--- config.mk ---
export PLATFORM = sky130hd
export DESIGN_NAME = lsu_dbus_master
export DESIGN_NICKNAME = d
export VERILOG_FILES = /design/src/rtl/lsu_dbus_master.sv
export SDC_FILE = /design/constraint.sdc
export NUM_CORES = 1
export LEC_CHECK = 0
export ABC_AREA = 1
export CAP_MARGIN = 40
export CORE_MARGIN = 2
export CORE_UTILIZATION = 44
export DETAILED_ROUTE_END_ITERATION = 8
export HOLD_SLACK_MARGIN = 0.03
export PLACE_DENSITY_LB_ADDON = 0.3
export SLEW_MARGIN = 20
export SYNTH_ARGS = -nofsm -noshare
export SYNTH_HDL_FRONTEND = slang
export SYNTH_SLANG_ARGS = --single-unit
--- constraint.sdc ---
create_clock -name clk -period 2.1 [get_ports clk]
set_input_delay 0.315 -clock clk [delete_from_list [all_inputs] [get_ports clk]]
set_output_delay 0.315 -clock clk [all_outputs]
set_load 0.005 [all_outputs]
--- src/rtl/lsu_dbus_master.sv ---
// Load/store data-bus initiator: one access at a time, lane steering, load extension.
// Optional LSU_TIMEOUT_EN: WAIT-state timeout that ends the access with lsu_bus_err_o.
module lsu_dbus_master #(
   parameter int XLEN           = 32,
   parameter int TIMEOUT_CYCLES = 255
) (
   input  logic            clk,
   input  logic            rst,
   input  logic            lsu_ld_i,
   input  logic            lsu_st_i,
   input  logic [1:0]      lsu_size_i,
   input  logic            lsu_unsigned_i,
   input  logic [XLEN-1:0] lsu_addr_i,
   input  logic [XLEN-1:0] lsu_wdata_i,
   output logic            lsu_busy_o,
   output logic            lsu_done_o,
   output logic [XLEN-1:0] lsu_rdata_o,
   output logic            lsu_misalign_o,
   output logic            lsu_bus_err_o,
   output logic            dbus_req_o,
   output logic            dbus_w_en_o,
   output logic [XLEN-1:0] dbus_addr_o,
   output logic [XLEN-1:0] dbus_w_data_o,
   output logic [3:0]      dbus_sel_byte_o,
   input  logic [XLEN-1:0] dbus_r_data_i,
   input  logic            dbus_ack_i
);

   typedef enum logic [1:0] {S_IDLE, S_REQ, S_WAIT, S_DONE} state_e;

   state_e          state_q, state_d;
   logic            w_en_q, w_en_d;
   logic [1:0]      size_q, size_d;
   logic            uns_q, uns_d;
   logic [XLEN-1:0] addr_q, addr_d;
   logic [3:0]      sel_q, sel_d;
   logic [XLEN-1:0] wdata_q, wdata_d;
   logic [XLEN-1:0] rdata_q, rdata_d;
   logic            misalign_q, misalign_d;
   logic            bus_err_q, bus_err_d;

   logic [3:0]      sel_in;
   logic [XLEN-1:0] wdata_in;
   logic            misalign_in;
   logic [7:0]      ld_byte;
   logic [15:0]     ld_half;
   logic [XLEN-1:0] ld_ext;

`ifdef LSU_TIMEOUT_EN
   localparam int CNT_W = ($clog2(TIMEOUT_CYCLES + 1) > 8) ? $clog2(TIMEOUT_CYCLES + 1) : 8;
   logic [CNT_W-1:0] cnt_q, cnt_d;
   logic             timeout;
   assign cnt_d   = (state_q == S_WAIT) ? cnt_q + 1'b1 : '0;
   assign timeout = (cnt_q == CNT_W'(TIMEOUT_CYCLES - 1));
`else
   wire unused_timeout_cfg = |TIMEOUT_CYCLES;
`endif

   // Lane steering and alignment check for the request presented in IDLE.
   always_comb begin
      sel_in      = 4'b1111;
      wdata_in    = lsu_wdata_i;
      misalign_in = |lsu_addr_i[1:0];
      case (lsu_size_i)
         2'b00: begin
            sel_in      = 4'b0001 << lsu_addr_i[1:0];
            wdata_in    = {4{lsu_wdata_i[7:0]}};
            misalign_in = 1'b0;
         end
         2'b01: begin
            sel_in      = lsu_addr_i[1] ? 4'b1100 : 4'b0011;
            wdata_in    = {2{lsu_wdata_i[15:0]}};
            misalign_in = lsu_addr_i[0];
         end
         default: ;
      endcase
   end

   assign ld_byte = dbus_r_data_i[{addr_q[1:0], 3'b000} +: 8];
   assign ld_half = dbus_r_data_i[{addr_q[1], 4'b0000} +: 16];

   always_comb begin
      case (size_q)
         2'b00:   ld_ext = {{(XLEN-8){~uns_q & ld_byte[7]}}, ld_byte};
         2'b01:   ld_ext = {{(XLEN-16){~uns_q & ld_half[15]}}, ld_half};
         default: ld_ext = dbus_r_data_i;
      endcase
   end

   always_comb begin
      // NOTE: every next-state value defaults to its register so no path infers a latch.
      state_d    = state_q;
      w_en_d     = w_en_q;
      size_d     = size_q;
      uns_d      = uns_q;
      addr_d     = addr_q;
      sel_d      = sel_q;
      wdata_d    = wdata_q;
      rdata_d    = rdata_q;
      misalign_d = misalign_q;
      bus_err_d  = bus_err_q;
      case (state_q)
         S_IDLE: begin
            if (lsu_st_i || lsu_ld_i) begin
               w_en_d     = lsu_st_i;
               size_d     = lsu_size_i;
               uns_d      = lsu_unsigned_i;
               addr_d     = lsu_addr_i;
               sel_d      = sel_in;
               wdata_d    = wdata_in;
               rdata_d    = '0;
               misalign_d = misalign_in;
               bus_err_d  = 1'b0;
               state_d    = misalign_in ? S_DONE : S_REQ;
            end
         end
         S_REQ, S_WAIT: begin
            if (state_q == S_REQ) state_d = S_WAIT;
            if (dbus_ack_i) begin
               rdata_d = w_en_q ? '0 : ld_ext;
               state_d = S_DONE;
            end
`ifdef LSU_TIMEOUT_EN
            else if (state_q == S_WAIT && timeout) begin
               rdata_d   = '0;
               bus_err_d = 1'b1;
               state_d   = S_DONE;
            end
`endif
         end
         S_DONE:  state_d = S_IDLE;
         default: state_d = S_IDLE;
      endcase
   end

   // NOTE: sequential state uses non-blocking assignments so all registers update together.
   always_ff @(posedge clk) begin
      if (rst) begin
         state_q    <= S_IDLE;
         w_en_q     <= 1'b0;
         size_q     <= 2'b00;
         uns_q      <= 1'b0;
         addr_q     <= '0;
         sel_q      <= 4'b0000;
         wdata_q    <= '0;
         rdata_q    <= '0;
         misalign_q <= 1'b0;
         bus_err_q  <= 1'b0;
      end else begin
         state_q    <= state_d;
         w_en_q     <= w_en_d;
         size_q     <= size_d;
         uns_q      <= uns_d;
         addr_q     <= addr_d;
         sel_q      <= sel_d;
         wdata_q    <= wdata_d;
         rdata_q    <= rdata_d;
         misalign_q <= misalign_d;
         bus_err_q  <= bus_err_d;
      end
   end

`ifdef LSU_TIMEOUT_EN
   always_ff @(posedge clk) begin
      if (rst) cnt_q <= '0;
      else     cnt_q <= cnt_d;
   end
`endif

   assign lsu_busy_o      = (state_q != S_IDLE);
   assign lsu_done_o      = (state_q == S_DONE);
   assign lsu_rdata_o     = lsu_done_o ? rdata_q : '0;
   assign lsu_misalign_o  = lsu_done_o & misalign_q;
   assign lsu_bus_err_o   = lsu_done_o & bus_err_q;
   assign dbus_req_o      = (state_q == S_REQ);
   assign dbus_w_en_o     = w_en_q;
   assign dbus_addr_o     = {addr_q[XLEN-1:2], 2'b00};
   assign dbus_w_data_o   = wdata_q;
   assign dbus_sel_byte_o = sel_q;

endmodule
==> results of run 1 <==
-- worst max-delay path: cells and delay by family, from the launching register on --
family	cells	cell delay (ns)
AND/OR/NAND/NOR	1	0.08
flip-flops	1	0.36
adder cells (fa/ha/maj)	1	0.15
buffers and inverters	4	0.80
-- kinds of logic after synthesis --
| family | after synthesis |
|---|---|
| simple gates | 360 |
| compound gates | 169 |
| buf+inv | 152 |
| flops | 107 |
| fa+ha+maj | 4 |
| other cells | 1 |
-- cell usage after synthesis (all sizes together) --
cell type	number	area (um2)
nand2	225	889.6
nor2	113	450.4
dfxtp	107	2142
a21oi	90	488.0
inv	73	274.0
o21ai	65	325.3
buf	45	327.8
clkbuf	32	120.1
nand3	21	122.6
o22ai	8	50.05
ha	4	50.05
a31oi	3	18.77
a211oi	2	15.01
clkinv	2	12.51
conb	1	3.750
o31ai	1	7.510
or2	1	6.260
-- sequential cells by signal, summed over array words and instances, names as in the netlist --
| name | count |
|---|---|
| rdata_q | 32 |
| dbus_w_data_o | 32 |
| size_q | 2 |
| uns_q | 1 |
| state_q | 2 |
| misalign_q | 1 |
| dbus_w_en_o | 1 |
| addr_q | 32 |
| dbus_sel_byte_o | 4 |
-- cell usage in the layout, fill, tap and decap left out, types with 3 or more instances in the layout --
cell / n
nand3_1: 19
o21ai_0: 63
clkdlybuf4s50_1: 200
o22ai_1: 8
nand2_2: 12
buf_12: 3
a31oi_1: 3
dfxtp_1: 105
inv_1: 71
a21oi_1: 80
nand2_1: 211
ha_1: 3
conb_1: 3
buf_4: 14
nor2_1: 110
a21oi_2: 10
clkbuf_16: 9
dlymetal6s2s_1: 5
-- what timing repair did --
item                       in CTS  in global routing
setup endpoints to repair      32                 16
pin swaps                       0                  1
setup buffers                   1                  1
gates cloned                    1                  0
gates resized for setup         3                  7
-- metrics by stage --
stage / setup slack (ns) / TNS [ns] / hold WS, ns
final: 0.04598 / 0 / 0.4651
after global routing: -0.01858 / -0.04025 / 0.4825
after CTS: 0.005225 / 0 / 0.4659
after detailed placement: 0.08783 / 0 / 0.4552
after global placement: -0.2089 / -2.492 / 0.4525
after floorplan: 0.4981 / 0 / 0.4442
-- report_power, final --
group	total (mW)	leakage, nW	internal, mW	switching (mW)
clock	1.86	0.160	1.12	0.747
combinational	4.41	2.40	1.97	2.44
sequential	2.95	0.882	2.65	0.306
-- worst max path at each step --
stage	end	slack, ns	cells past startpoint
2_1_floorplan	rdata_q[22]$_SDFFE_PP0P_	0.50	8
3_3_place_gp	dbus_sel_byte_o[0]$_SDFFE_PP0P_	-0.21	5
3_5_place_dp	dbus_w_data_o[28]$_SDFFE_PP0P_	0.09	7
4_1_cts	lsu_rdata_o[30]	0.005	5
5_1_grt	lsu_rdata_o[5]	-0.02	5
6_report	lsu_rdata_o[6]	0.05	6
-- final cells by class --
class	count	area [um2]
Timing Repair Buffer	225	2278
Inverter	75	286.5
Sequential cell	107	2147
Multi-Input combinational cell	536	2459
Clock inverter	3	68.82
Tap cell	147	183.9
Clock buffer	13	260.3
Fill cell	1107	4228
-- layer usage --
metal	track usage (%)	routed length, um
met4	8.211	291
met2	41.28	7596
met1	29.84	6571
met5	0	0
met3	5.526	1183
==> impl_metrics.ini, run 1 <==
[drt]
avgRoutedWirePerCell_um = 14.14
vias = 5425
drtIter0Drc = 285
drt_pass1_iterations = 8
routed_wl_mm = 15.64
route.detailed.drc = 0
via_per_inst = 4.905
ant_nets = 0

[floorplanning]
rows = 40
pin_count = 210
die_width_um = 113.8
dieArea_um2 = 12950
start_util_pct = 44.53
die_y_um = 113.8
core_area_um2 = 11910

[cts]
cts_tree = done
clk_latency_ns = 0.34
cts_sinks = 107
clockBufferDepth = 2
ctsRootBufferMaster = clkbuf_16
cts.clk_slew.worst_paths_ns = 0.07
h-tree-depth = 3
numCtsBuffers = 9
hold_buffers = 0

[placement]
io_buffers = 206
post-dp-hpwl_mm = 11.03
place_congestion = 0.8914
placed_cell_area_um2 = 7277
dpl.cell_count = 1087

[synth]
ys_seq_elements = 107
yosys.area_share.simple_pct = 27.70
yosys.area_share.adder_pct = 0.9436
syn-mean-instance-area_um2 = 6.688
yosys_warnings = 0
synth_top_family_by_area = simple AND/OR/NAND/NOR gates
yosys-mux-area-fraction_pct = 0
ys_seq_area_share_pct = 40.39
synthesis.area_um2 = 5304
syn_inst = 793
synth_cell_types = 32
synth_xor_area_share_pct = 0
synth-compound-area-share_pct = 17.06

[power]
power.density_nw_per_um2 = 1201
worst_ir_drop_vdd_uv = 570.6
p_total_mw = 9.226
p_leak_nw = 3.447

[sta]
setup-violations-final = 0
slew_violations = 0
fin_crit_sh_pct = 97.81
max_freq_ghz = 0.4868
skew_ns = 0.008043
worst_pin_slew_ns = 0.7303
slew_headroom_pct = 51.32
rsz0062_at_grt = yes
hold_violations = 0
post-route-min-period_ns = 2.054

[worst_hold_path]
min_to = rdata_q[3]$_SDFFE_PP0P_
hold_depth = 2
worstHoldStart = rdata_q[3]$_SDFFE_PP0P_
hp-class = register to register

[global_routing]
grt_pass1_vias = 5002
grt_usage_pct = 24.06
grt_max_degree = 61
grt_pass1_wl_mm = 24.90
antenna_found_initial = 0
grt_overflow_total = 0

[cells_and_area]
nNetsFinal = 1062
n_antenna_cell = 0
stdcell_count = 1106
final_area_um2 = 7684
area_delta_synth_final_pct = 44.87
drive_gt1_share_pct = 7.404
fin_util_pct = 64.51

[critical_path]
crit_type = register to output pin
worst_setup_path_end_kind = output pin
crit_chain = ha_4, buf_4, buf_12, nand2_1, inv_1, clkdlybuf4s50_1
critPathLaunch = state_q[0]$_SDFFE_PP0P_
required_ns = 1.78
cp_max_fo = 16
arrival_ns = 1.74
slowest_stage = clkdlybuf4s50_1
reg2reg_from = state_q[0]$_SDFFE_PP0P_
r2r-end = dbus_w_data_o[27]$_SDFFE_PP0P_
r2r_cells = 8
max_stage_delay_ns = 0.49
rrSetupSlack_ns = 0.31
start_kind = register

[job]
maxCapViolations = 0

[status]
run_status = finished, final reports clean
Power figures use the tool's default switching activity.
==> run 2: changes to the inputs <==
Settings changed: CORE_MARGIN 2 to unset, MAX_ROUTING_LAYER set to met4.
==> run 2 against run 1 <==
Effect of this change:
- the run now ends with DRC left
- die area down 3.5%
- clock skew up 0.0014 ns
- combinational power down 2%
- maximum frequency up 2.0%
- global-route usage up 0.87 points
- power down 3.2%
- critical path type unchanged
- critical endpoint is now lsu_rdata_o[26]
- highest routed layer unchanged
==> impl_metrics.ini, run 2 (synthesis gave the netlist of run 1 again) <==
[cts]
clk_latency_ns = 0.34
cts.clk_slew.worst_paths_ns = 0.08
h-tree-depth = 3
ctsRootBufferMaster = clkbuf_16
numCtsBuffers = 9
cts_sinks = 107
cts_tree = done
clockBufferDepth = 2

[sta]
max_freq_ghz = 0.4966
post-route-min-period_ns = 2.014
rsz0062_at_grt = no
setup-violations-final = 0
slew_violations = 0
hold_violations = 0
slew_headroom_pct = 61.41
skew_ns = 0.009407
fin_crit_sh_pct = 95.88
worst_pin_slew_ns = 0.5788

[drt]
vias = 5401
routed.top_layer = met4
via_per_inst = 4.906
wl_met2_mm = 7.070
drt_pass1_iterations = 9
ant_nets = 0
wl_met3_um = 985
avgRoutedWirePerCell_um = 13.92
route.detailed.drc = 8
drtIter0Drc = 301
wl_met1_mm = 6.768
routed_wl_mm = 15.33

[global_routing]
grt_pass1_wl_mm = 24.29
antenna_found_initial = 0
grt_overflow_total = 0
grt_max_degree = 52
grt_pass1_vias = 5051
grt_usage_pct = 24.93

[placement]
io_buffers = 206
place_congestion = 0.8736
post-dp-hpwl_mm = 10.84

[status]
violations = DRC
run_status = finished, violations left

[cells_and_area]
n_antenna_cell = 0
mostFrequentLayoutCell = nand2_1
final_cell_mix = nand2_1, clkdlybuf4s50_1, nor2_1, dfxtp_1, a21oi_1
area_delta_synth_final_pct = 43.19
fin_util_pct = 65.67
drive_gt1_share_pct = 7.411
nNetsFinal = 1061

[critical_path]
crit_family = buffers and inverters
required_ns = 1.78
crit_type = register to output pin
max_stage_delay_ns = 0.50
path_buf_inv = 3
cp_max_fo = 18
start_kind = register
worst_setup_path_end_kind = output pin
slowest_stage = clkdlybuf4s50_1
arrival_ns = 1.70
crit_chain = ha_4, buf_12, nand2_1, inv_1, clkdlybuf4s50_1

[power]
worst_ir_drop_vdd_uv = 730.9
p_leak_nw = 3.315
swShare_pct = 39.51
p_total_mw = 8.935
clkPwrFrac_pct = 18.2
switching_power_mw = 3.530
cellInternalPower_mw = 5.405
power.density_nw_per_um2 = 1177
power_frac_seq_pct = 33.2
p_comb_share_pct = 48.5

[floorplanning]
die_width_um = 111.8
dieArea_um2 = 12500
die_y_um = 111.8
core_area_um2 = 11560
rows = 39
start_util_pct = 45.86
pin_count = 210

[worst_hold_path]
hp-class = primary input to register

[job]
maxCapViolations = 0
[run 2: worst paths after layout]
kind	from	to	slack, ns	depth (start not counted)
worst min-delay path	rst	dbus_w_data_o[0]$_SDFFE_PP0P_	0.46	3
worst min register to register	rdata_q[12]$_SDFFE_PP0P_	rdata_q[12]$_SDFFE_PP0P_	0.47	2
worst max register to register	state_q[0]$_SDFFE_PP0P_	dbus_sel_byte_o[1]$_SDFFE_PP0P_	0.32	7
worst max-delay path	state_q[0]$_SDFFE_PP0P_	lsu_rdata_o[26]	0.09	5
[run 2: metal layers]
metal / up-vias / GRT usage [%]
li1: 2767 / -
met1: 2367 / 31.41
met2: 225 / 39.50
met3: 42 / 3.756
met4: 0 / 11.17
met5: - / -
[run 2: final cells by class]
cell class	instances	area (um2)
repair buffers	224	2247
fillers	1067	3970
clock buffers	10	229.0
well taps	143	178.9
multi-input cells	536	2459
flip-flops and latches	107	2145
clock inverters	6	50.05
inverters	75	286.5
[run 2: repair_timing]
item	4_1_cts	5_1_grt
gates resized for setup	0	4
setup endpoints to repair	0	32
setup buffers	0	0
hold buffers	0	0
[run 2: worst min-delay path, stage by stage]
cell and delay, ns:
buf_2 0.10, buf_4 0.28, a21oi_1 0.06
[run 2: power groups by stage]
| stage | combinational [mW] | sequential (mW) | clock (mW) |
|---|---|---|---|
| global placement | 4.24 | 2.98 | 0 |
| detailed placement | 4.29 | 2.99 | 0 |
| CTS | 4.31 | 2.96 | 1.65 |
| global route | 4.83 | 3.04 | 1.75 |
| floorplan | 2.78 | 2.95 | 0 |
| finish | 4.34 | 2.97 | 1.63 |
[run 2: through the flow]
step                instance area [um2]  setup WS [ns]  std cells  hold slack [ns]  TNS (ns)
finish                             7595        0.08642       1101           0.4634         0
global route                       7595        0.02514       1101           0.4752         0
CTS                                7555       0.007848       1100           0.4549         0
detailed placement                 7276        0.09231       1084           0.4547         0
global placement                   7268        -0.1544       1083           0.4518    -1.490
floorplan                          5311         0.4981        795           0.4442         0
